### config.mk
export PLATFORM = sky130hd
export DESIGN_NAME = half_duplex_bus_ctrl
export DESIGN_NICKNAME = d
export VERILOG_FILES = /design/src/rtl/half_duplex_pkg.sv /design/src/rtl/half_duplex_cnt.sv /design/src/rtl/half_duplex_bus_ctrl.sv
export SDC_FILE = /design/constraint.sdc
export NUM_CORES = 1
export LEC_CHECK = 0
export BUFFER_PORTS_ARGS = -buffer_cell sky130_fd_sc_hd__buf_2
export CAP_MARGIN = 20
export CORE_MARGIN = 3
export CORE_UTILIZATION = 43
export DETAILED_ROUTE_END_ITERATION = 16
export GPL_TIMING_DRIVEN = 0
export PLACE_DENSITY = 0.74
export SLEW_MARGIN = 10
export SYNTH_ARGS = -nofsm -noshare
export SYNTH_HDL_FRONTEND = slang
export SYNTH_SLANG_ARGS = --single-unit
### constraint.sdc
create_clock -name clk -period 1.46 [get_ports clk]
set_input_delay 0.146 -clock clk [delete_from_list [all_inputs] [get_ports clk]]
set_output_delay 0.146 -clock clk [all_outputs]
set_load 0.005 [all_outputs]
### src/rtl/half_duplex_pkg.sv
`default_nettype none
// +------------------------------------------------------------------+
// | Module      : half_duplex_pkg                                    |
// | Description : Shared state encoding and counter sizing helper    |
// |               for the half-duplex bus controller.                |
// | Revision    : 1.0 - initial release                              |
// +------------------------------------------------------------------+
package half_duplex_pkg;

  // 2-bit direction/turnaround state encoding
  typedef enum logic [1:0] {
    ST_RX    = 2'd0,
    ST_TA_TX = 2'd1,
    ST_TX    = 2'd2,
    ST_TA_RX = 2'd3
  } state_t;

  // Counter must hold the larger of the two window lengths
  function automatic int cnt_width(input int ta_cyc, input int drive_cyc);
    int m;
    m = (ta_cyc > drive_cyc) ? ta_cyc : drive_cyc;
    return $clog2(m + 1);
  endfunction

endpackage
`default_nettype wire

### src/rtl/half_duplex_cnt.sv
`default_nettype none
// +------------------------------------------------------------------+
// | Module      : half_duplex_cnt                                    |
// | Description : Loadable down-counter with done flag; saturates at |
// |               zero. Also exposes its next value so registered    |
// |               outputs can be computed one cycle ahead.           |
// | Revision    : 1.0 - initial release                              |
// +------------------------------------------------------------------+
module half_duplex_cnt
  import half_duplex_pkg::*;
#(
  parameter int CW = 2
) (
  input  logic          clk,
  input  logic          rst,
  input  logic          i_load,
  input  logic [CW-1:0] i_load_val,
  output logic [CW-1:0] o_cnt_nxt,
  output logic          o_done
);

  logic [CW-1:0] r_cnt;

  // Next count: load wins, otherwise decrement and hold at zero
  always_comb begin
    o_cnt_nxt = r_cnt;
    if (i_load) begin
      o_cnt_nxt = i_load_val;
    end else if (r_cnt != '0) begin
      o_cnt_nxt = r_cnt - CW'(1);
    end
  end

  // Count register
  always_ff @(posedge clk or posedge rst) begin
    if (rst) begin
      r_cnt <= '0;
    end else begin
      r_cnt <= o_cnt_nxt;
    end
  end

  assign o_done = (r_cnt == '0);

endmodule
`default_nettype wire

### src/rtl/half_duplex_bus_ctrl.sv
`default_nettype none
// +------------------------------------------------------------------+
// | Module      : half_duplex_bus_ctrl                               |
// | Description : Direction/turnaround controller for a shared       |
// |               half-duplex line. Inserts released turnaround      |
// |               windows around every drive window.                 |
// |               Optional collision detect: HALF_DUPLEX_COLL_DET_EN |
// | Revision    : 1.0 - initial release                              |
// +------------------------------------------------------------------+
module half_duplex_bus_ctrl
  import half_duplex_pkg::*;
#(
  parameter int W         = 8,
  parameter int TA_CYC    = 2,
  parameter int DRIVE_CYC = 3
) (
  input  logic         clk,
  input  logic         rst,
  input  logic         tx_valid,
  input  logic [W-1:0] tx_data,
  output logic         tx_ready,
  output logic         rx_valid,
  output logic [W-1:0] rx_data,
  output logic         bus_oe,
  output logic [W-1:0] bus_dout,
  input  logic [W-1:0] bus_din,
  output logic         bus_strobe_out,
  input  logic         bus_strobe_in,
  input  logic         coll_clr,
  output logic         coll_err
);

  localparam int            CW         = cnt_width(TA_CYC, DRIVE_CYC);
  localparam logic [CW-1:0] C_TA_LOAD  = CW'(TA_CYC - 1);
  localparam logic [CW-1:0] C_DRV_LOAD = CW'(DRIVE_CYC - 1);

  state_t        r_state;
  state_t        w_state_nxt;
  logic          w_load;
  logic [CW-1:0] w_load_val;
  logic [CW-1:0] w_cnt_nxt;
  logic          w_done;
  logic          w_tx_ready;
  logic          w_accept;

  logic          r_oe;
  logic          r_strobe_out;
  logic [W-1:0]  r_dout;
  logic          r_rx_valid;
  logic [W-1:0]  r_rx_data;

  half_duplex_cnt #(.CW(CW)) u_cnt (
    .clk        (clk),
    .rst        (rst),
    .i_load     (w_load),
    .i_load_val (w_load_val),
    .o_cnt_nxt  (w_cnt_nxt),
    .o_done     (w_done)
  );

  // Next-state, counter load and host handshake
  always_comb begin
    w_state_nxt = r_state;
    w_load      = 1'b0;
    w_load_val  = C_TA_LOAD;
    w_tx_ready  = 1'b0;
    w_accept    = 1'b0;
    case (r_state)
      ST_RX: begin
        w_tx_ready = ~rst;
        if (tx_valid && !rst) begin
          w_accept    = 1'b1;
          w_state_nxt = ST_TA_TX;
          w_load      = 1'b1;
          w_load_val  = C_TA_LOAD;
        end
      end
      ST_TA_TX: begin
        if (w_done) begin
          w_state_nxt = ST_TX;
          w_load      = 1'b1;
          w_load_val  = C_DRV_LOAD;
        end
      end
      ST_TX: begin
        w_tx_ready = w_done;
        if (w_done) begin
          w_load = 1'b1;
          if (tx_valid) begin
            // back-to-back word: keep driving, restart the drive window
            w_accept    = 1'b1;
            w_state_nxt = ST_TX;
            w_load_val  = C_DRV_LOAD;
          end else begin
            w_state_nxt = ST_TA_RX;
            w_load_val  = C_TA_LOAD;
          end
        end
      end
      ST_TA_RX: begin
        if (w_done) begin
          w_state_nxt = ST_RX;
        end
      end
      default: begin
        w_state_nxt = ST_RX;
      end
    endcase
  end

  // State and line-side registers; outputs reflect the state being entered
  always_ff @(posedge clk or posedge rst) begin
    if (rst) begin
      r_state      <= ST_RX;
      r_oe         <= 1'b0;
      r_strobe_out <= 1'b0;
      r_dout       <= '0;
    end else begin
      r_state      <= w_state_nxt;
      r_oe         <= (w_state_nxt == ST_TX);
      r_strobe_out <= (w_state_nxt == ST_TX) && (w_cnt_nxt == '0);
      if (w_accept) begin
        r_dout <= tx_data;
      end
    end
  end

  // Receive capture, only honoured while the line is released in RX
  always_ff @(posedge clk or posedge rst) begin
    if (rst) begin
      r_rx_valid <= 1'b0;
      r_rx_data  <= '0;
    end else begin
      r_rx_valid <= 1'b0;
      if ((r_state == ST_RX) && bus_strobe_in) begin
        r_rx_valid <= 1'b1;
        r_rx_data  <= bus_din;
      end
    end
  end

`ifdef HALF_DUPLEX_COLL_DET_EN
  logic r_coll_err;

  // Sticky collision flag: peer strobed while we were not listening; set beats clear
  always_ff @(posedge clk or posedge rst) begin
    if (rst) begin
      r_coll_err <= 1'b0;
    end else if (bus_strobe_in && (r_state != ST_RX)) begin
      r_coll_err <= 1'b1;
    end else if (coll_clr) begin
      r_coll_err <= 1'b0;
    end
  end

  assign coll_err = r_coll_err;
`else
  logic w_unused_coll_clr;
  assign w_unused_coll_clr = coll_clr;
  assign coll_err          = 1'b0;
`endif

  assign tx_ready       = w_tx_ready;
  assign rx_valid       = r_rx_valid;
  assign rx_data        = r_rx_data;
  assign bus_oe         = r_oe;
  assign bus_dout       = r_dout;
  assign bus_strobe_out = r_strobe_out;

endmodule
`default_nettype wire
==> results of run 1 <==
-- worst max-delay path by stage --
stage,to,cells past startpoint,slack [ns],from
global placement,bus_oe,5,-0.28,rst
detailed placement,bus_oe,5,-0.29,rst
floorplan,bus_dout[1],6,-0.11,r_state[0]
finish,tx_ready,5,-0.20,r_state[1]
global route,tx_ready,5,-0.29,r_state[0]
CTS,tx_ready,5,-0.16,r_state[0]
-- cell usage in the layout (no fill, tap or decap), drive strengths merged, types with 3 or more instances in the layout --
master / instances
mux2: 16
o21ai: 3
clkbuf: 3
buf: 59
ha: 7
nor3b: 3
dfrtp: 23
inv: 7
nand2: 4
-- area by class of cell --
class                   count  area (um^2)
repair buffers             58        376.6
clock inverters             1        5.005
well taps                  30        37.54
inverters                   7        31.28
flip-flops and latches     23        576.8
plain buffers               3        23.77
clock buffers               3        22.52
fillers                   167        683.2
multi-input cells          56        743.2
-- flip-flops by register name, summed over array words and instances (netlist names) --
register	cells
bus_strobe_out	1
rx_valid	1
bus_dout	8
rx_data	8
r_state	2
bus_oe	1
u_cnt.r_cnt	2
-- power by group --
| group | switching [mW] | total, mW | internal, mW |
|---|---|---|---|
| sequential | 0.174 | 1.11 | 0.936 |
| combinational | 1.08 | 2.43 | 1.35 |
| clock | 0.188 | 0.290 | 0.102 |
-- logic make-up after synthesis --
kind of cell | share of synthesized area [%]
mux | 15.84
fa+ha+maj | 7.700
compound gates | 10.67
simple gates | 10.45
buf+inv | 4.401
flops | 50.60
other cells | 0.3297
-- worst max-delay path: cells and delay by family, from the launching register on --
kind / cells / cell delay (ns)
AOI/OAI and AO/OA: 1 / 0.19
buffers and inverters: 2 / 0.21
adders and majority gates: 1 / 0.16
DFF: 1 / 0.50
and+or+nand+nor: 1 / 0.16
-- routing by layer --
metal / vias to the layer above / wire length (um) / global-route usage (%)
li1: 435 / - / -
met1: 473 / 1227 / 20.52
met2: 33 / 1690 / 30.00
met3: 8 / 159 / 3.394
met4: 0 / 68 / 6.623
met5: - / 0 / 0
-- stage by stage --
step,total power [mW],hold WS [ns],area [um^2],cells,worst slack (ns)
floorplan,2.012,0.1651,1142,88,-0.1096
global placement,2.445,0.3592,1375,157,-0.2786
detailed placement,2.509,0.3738,1375,157,-0.2925
CTS,3.246,0.04962,1579,171,-0.1606
global route,4.077,0.04085,1817,181,-0.2875
finish,3.829,0.05880,1817,181,-0.1976
-- timing repair --
item                                   4_1_cts  5_1_grt
setup buffers                               10        7
pin swaps                                    5        6
setup endpoints to repair                   22       23
endpoints found under the hold margin        0        4
cloned                                       0        1
resized for setup                           18       25
hold buffers                                 0        2
==> flow_metrics.env, run 1 <==
export IMPL_status="complete, but fails checks"
export IMPL_failed_checks="setup timing"
export IMPL_antenna_found_initial=0
export IMPL_ant_nets=0
export IMPL_syn_inst=88
export IMPL_fmax_mhz=603.3
export IMPL_synth_ff_type="dfrtp_1"
export IMPL_required_ns=1.31
export IMPL_slowest_stage="dfrtp_2"
export IMPL_syn_cell_area_um2=1137
export IMPL_dieHeight_um=57.43
export IMPL_peakVddDrop_mv=1.356
export IMPL_first_iter_violations=11
export IMPL_whs_path_depth=2
export IMPL_hpwl_mm=1.725
export IMPL_worst_slew_pin_slew_ns=0.8466
export IMPL_remaining_drc_errors=0
export IMPL_viasPerCell=5.243
export IMPL_max_stage_delay_ns=0.50
export IMPL_worstHoldEndpoint="rx_data[6]"
export IMPL_vias=949
export IMPL_yosys_warnings=0
export IMPL_fin_crit_ns=1.658
export IMPL_crit_path_max_fanout=5
export IMPL_slew_headroom_pct=43.37
export IMPL_firstDrtPassIters=4
export IMPL_drive_above_1_share_pct=71.52
export IMPL_synth_seq_cells=23
export IMPL_finish_utilization_pct=72.67
export IMPL_synth_area_top_cells="dfrtp_1, mux2_2, ha_1"
export IMPL_cp_cell_sequence="inv_4 > ha_4 > nor2b_4 > o22a_4 > buf_6"
export IMPL_grt_start_max_net_pins=26
export IMPL_tns_ns=-2.026
export IMPL_synthTopCellsByCount="dfrtp_1, mux2_2, ha_1, inv_1, o21ai_0"
export IMPL_r2r_end="bus_strobe_out"
export IMPL_timing_rr_start="r_state[1]"
export IMPL_gp_congestion=0.8256
export IMPL_io_buffers=39
export IMPL_grt_pass1_vias=951
export IMPL_die_w_um=57.43
export IMPL_r2r_cells=6
export IMPL_syn_num_nets=116
export IMPL_crit_path_end_kind="output pin"
export IMPL_yosysTopAreaCellShare_pct=50.61
export IMPL_io_pins=42
export IMPL_cts_buffers=3
export IMPL_setup_ws_ns=-0.1976
export IMPL_reg2reg_slack_ns=-0.16
export IMPL_drv_slew=0
export IMPL_coreArea_um2=2500
export IMPL_clk_latency_ns=0.31
export IMPL_ys_types=33
export IMPL_clk_pin_slew_ns=0.13
export IMPL_dieArea_um2=3298
export IMPL_maxCapViolations=0
export IMPL_finalSetupViolCount=14
export IMPL_area_delta_synth_final_pct=59.74
export IMPL_synth_edff_count=0
export IMPL_timing_final_crit_share_pct=113.5
export IMPL_start_util_pct=45.50
export IMPL_p_leak_nw=0.8778
export IMPL_yosysSeqAreaShare_pct=50.61
export IMPL_synth_top_area_cell="dfrtp_1"
export IMPL_crit_arrival_ns=1.51
export IMPL_cts_tree="built"
export IMPL_synth_most_common_cell="dfrtp_1"
export IMPL_rows=18
export IMPL_wl_per_cell_um=17.38
export IMPL_cts_num_sinks=23
export IMPL_hold_start="bus_din[6]"
export IMPL_grt_pass1_wl_mm=4.353
export IMPL_fin_worst_skew_ns=0.007930
export IMPL_antenna_cells=0
export IMPL_h_tree_depth=1
export IMPL_crit_path_start_kind="register"
export IMPL_cts_root_buf="clkbuf_4"
export IMPL_async_flop_share_pct=100.0
export IMPL_rsz0062_at_grt="yes"
export IMPL_hp_class="primary input to register"
export IMPL_finalHoldViolCount=0
export IMPL_avgSynthCellArea_um2=12.92
export IMPL_grtUsageTotal_pct=17.13
export IMPL_clock_path_buffers=2
export IMPL_grt_overflow=0
export IMPL_critical_path_class="register to output pin"
export IMPL_fin_nets=180
export IMPL_routed_wl_mm=3.146
export IMPL_powerDensity_nw_per_um2=2108
Power figures use the tool's default switching activity.
==> run 2: changes to the inputs <==
Settings changed: ABC_AREA set to 1.
==> run 2 against run 1 <==
The run still ends with setup timing left. Combinational power shrank 7%. Synthesized cell count grew 59%. Area after synthesis shrank 0.55%. Non-clock buffer count shrank 9. Critical path type unchanged. Wire length shrank 13%. Clock-buffer cell count is the same. Final area shrank 10%. Largest cell class unchanged. Sequential power is essentially flat. Sequential share of layout area grew 3.6 points. Die area shrank 0.50%. Clock power is essentially flat. Utilization shrank 3.5 points.
==> flow_metrics.env, run 2 <==
export IMPL_crit_path_max_fanout=3
export IMPL_crit_start="r_state[1]"
export IMPL_syn_inst=140
export IMPL_power_mw=3.659
export IMPL_r2r_end="bus_strobe_out"
export IMPL_cts_tree="built"
export IMPL_coreArea_um2=2361
export IMPL_whs_path_depth=3
export IMPL_status="complete, but fails checks"
export IMPL_cts_buffers=3
export IMPL_p_int_mw=2.062
export IMPL_grtUsageTotal_pct=17.16
export IMPL_synth_top_area_cell="dfrtp_1"
export IMPL_switchingPower_mw=1.597
export IMPL_hp_class="primary input to register"
export IMPL_fin_nets=224
export IMPL_gp_congestion=0.7958
export IMPL_peakVddDrop_mv=1.345
export IMPL_timing_final_crit_share_pct=116.6
export IMPL_power_frac_seq_pct=30.1
export IMPL_reg2reg_slack_ns=-0.17
export IMPL_synth_most_common_cell="nand2_1"
export IMPL_pre_cts_ws_ns=-0.4264
export IMPL_grt_overflow=0
export IMPL_grt_pass1_wl_mm=4.478
export IMPL_crit_arrival_ns=1.56
export IMPL_synthTopCellsByCount="nand2_1, dfrtp_1, inv_1"
export IMPL_start_util_pct=47.91
export IMPL_remaining_drc_errors=0
export IMPL_fmax_mhz=587.4
export IMPL_firstDrtPassIters=4
export IMPL_setup_ws_ns=-0.2425
export IMPL_placed_area_um2=1363
export IMPL_maxCapViolations=0
export IMPL_clock_path_buffers=2
export IMPL_first_iter_violations=53
export IMPL_crit_path_start_kind="register"
export IMPL_clk_pin_slew_ns=0.13
export IMPL_io_buffers=39
export IMPL_synth_area_top_cells="dfrtp_1, nand2_1, ha_1"
export IMPL_async_flop_share_pct=100.0
export IMPL_drv_slew=0
export IMPL_powerDensity_nw_per_um2=2241
export IMPL_yosysTopAreaCellShare_pct=50.88
export IMPL_ys_types=17
export IMPL_syn_cell_area_um2=1131
export IMPL_p_comb_share_pct=62.0
export IMPL_synth_ff_type="dfrtp_1"
export IMPL_finalHoldViolCount=0
export IMPL_slowest_stage="dfrtp_1"
export IMPL_antenna_cells=0
export IMPL_worstSetupEndpoint="tx_ready"
export IMPL_grt_start_max_net_pins=27
export IMPL_yosysSeqAreaShare_pct=50.88
export IMPL_final_common_cell="nand2_1"
export IMPL_rows=17
export IMPL_critical_path_class="register to output pin"
export IMPL_n_fill_cell=201
export IMPL_critical_path_most_common_cell="buf_6"
export IMPL_grt_pass1_vias=1035
export IMPL_syn_num_nets=168
export IMPL_area_delta_synth_final_pct=44.36
export IMPL_synth_edff_count=0
export IMPL_finalSetupViolCount=5
export IMPL_synth_seq_cells=23
export IMPL_drive_above_1_share_pct=44.62
export IMPL_h_tree_depth=1
export IMPL_wl_per_cell_um=12.27
export IMPL_io_pins=42
export IMPL_timing_rr_start="r_state[1]"
export IMPL_viasPerCell=4.883
export IMPL_max_stage_delay_ns=0.44
export IMPL_vias=1089
export IMPL_cts_root_buf="clkbuf_4"
export IMPL_crit_path_end_kind="output pin"
export IMPL_r2r_cells=10
export IMPL_ant_nets=0
export IMPL_hpwl_mm=1.871
export IMPL_dieArea_um2=3282
export IMPL_final_cell_mix="nand2_1, buf_2, dfrtp_1"
export IMPL_avgSynthCellArea_um2=8.079
export IMPL_clk_latency_ns=0.31
export IMPL_finish_utilization_pct=69.16
export IMPL_required_ns=1.31
export IMPL_antenna_found_initial=0
export IMPL_failed_checks="setup timing"
export IMPL_cts_num_sinks=23
export IMPL_tns_ns=-0.6484
export IMPL_rsz0062_at_grt="yes"
export IMPL_yosys_warnings=0
export IMPL_routed_wl_mm=2.736
export IMPL_cp_cell_sequence="buf_6 > buf_6 > ha_4 > a32o_2 > buf_2"
export IMPL_switching_share_pct=43.64
export IMPL_die_w_um=57.29
export IMPL_p_leak_nw=0.9330
export IMPL_clock_power_share_pct=7.9
export IMPL_dieHeight_um=57.29
export IMPL_fin_crit_ns=1.702
export IMPL_stdcell_area_um2=1633
export IMPL_fin_worst_skew_ns=0.01360
==> run 2: cell types whose count changed after synthesis, moves of 2 or more <==
cell      previous run  this run
nor3b_2              2         0
inv_1                7        13
nor2_1               2         6
clkinv_1             0         2
nand3_1              1        12
mux2_2              15         0
nor2b_1              2         0
nand2_1              2        64
nand4_1              0         2
==> run 2: critical path: cells and delay by family, from the launching register on <==
| kind | cells | cell delay [ns] |
|---|---|---|
| DFF | 1 | 0.44 |
| buffers and inverters | 3 | 0.38 |
| AOI/OAI and AO/OA | 1 | 0.27 |
| adders and majority gates | 1 | 0.16 |
==> run 2: kinds of logic after synthesis <==
kind of cell,after synthesis,synth area share [%]
simple gates,88,32.74
other cells,1,0.3315
compound gates,5,2.655
fa+ha+maj,7,7.743
flops,23,50.88
buf+inv,16,5.642
==> run 2: worst min-delay path by stage <==
stage / slack (ns) / start / endpoint
finish: 0.02 / bus_din[5] / rx_data[5]
global route: 0.02 / bus_din[7] / rx_data[7]
global placement: 0.34 / bus_din[5] / rx_data[5]
CTS: 0.01 / bus_din[1] / rx_data[1]
floorplan: 0.17 / rst / bus_dout[0]
detailed placement: 0.35 / bus_din[1] / rx_data[1]
==> run 2: layer usage <==
metal	up-vias	GRT usage [%]	part of all wire, %
met4	0	6.954	2.0
met5	-	0	0
met3	7	2.941	5.2
li1	544	-	-
met1	508	21.55	42
met2	30	29.20	51
==> run 2: stage by stage <==
stage          hold WS (ns)  std cells
6_report            0.01630        223
5_1_grt             0.01852        223
4_1_cts             0.01221        216
3_5_place_dp         0.3457        207
3_3_place_gp         0.3413        207
2_1_floorplan        0.1733        140
==> run 2: power groups by stage <==
stage          clock [mW]  combinational, mW  sequential (mW)
5_1_grt             0.331               2.56             1.15
2_1_floorplan           0               1.03             1.14
6_report            0.289               2.27             1.10
3_3_place_gp            0               1.51             1.11
3_5_place_dp            0               1.58             1.13
4_1_cts             0.298               1.94             1.10
==> run 2: timing repair <==
action	in CTS	in global routing
gates resized for setup	19	22
hold endpoints to repair	0	24
pin swaps	4	8
hold buffers	0	3
setup buffers	5	4
setup endpoints to repair	22	23
==> run 2: layout make-up <==
cell class | instances | area [um^2] | area share [%]
repair buffers | 51 | 317.8 | 19.46
multi-input cells | 101 | 603.1 | 36.93
well taps | 28 | 35.03 | 2.146
flip-flops and latches | 23 | 576.8 | 35.33
plain buffers | 1 | 7.507 | 0.4598
clock inverters | 1 | 5.005 | 0.3065
inverters | 15 | 65.06 | 3.985
clock buffers | 3 | 22.52 | 1.379
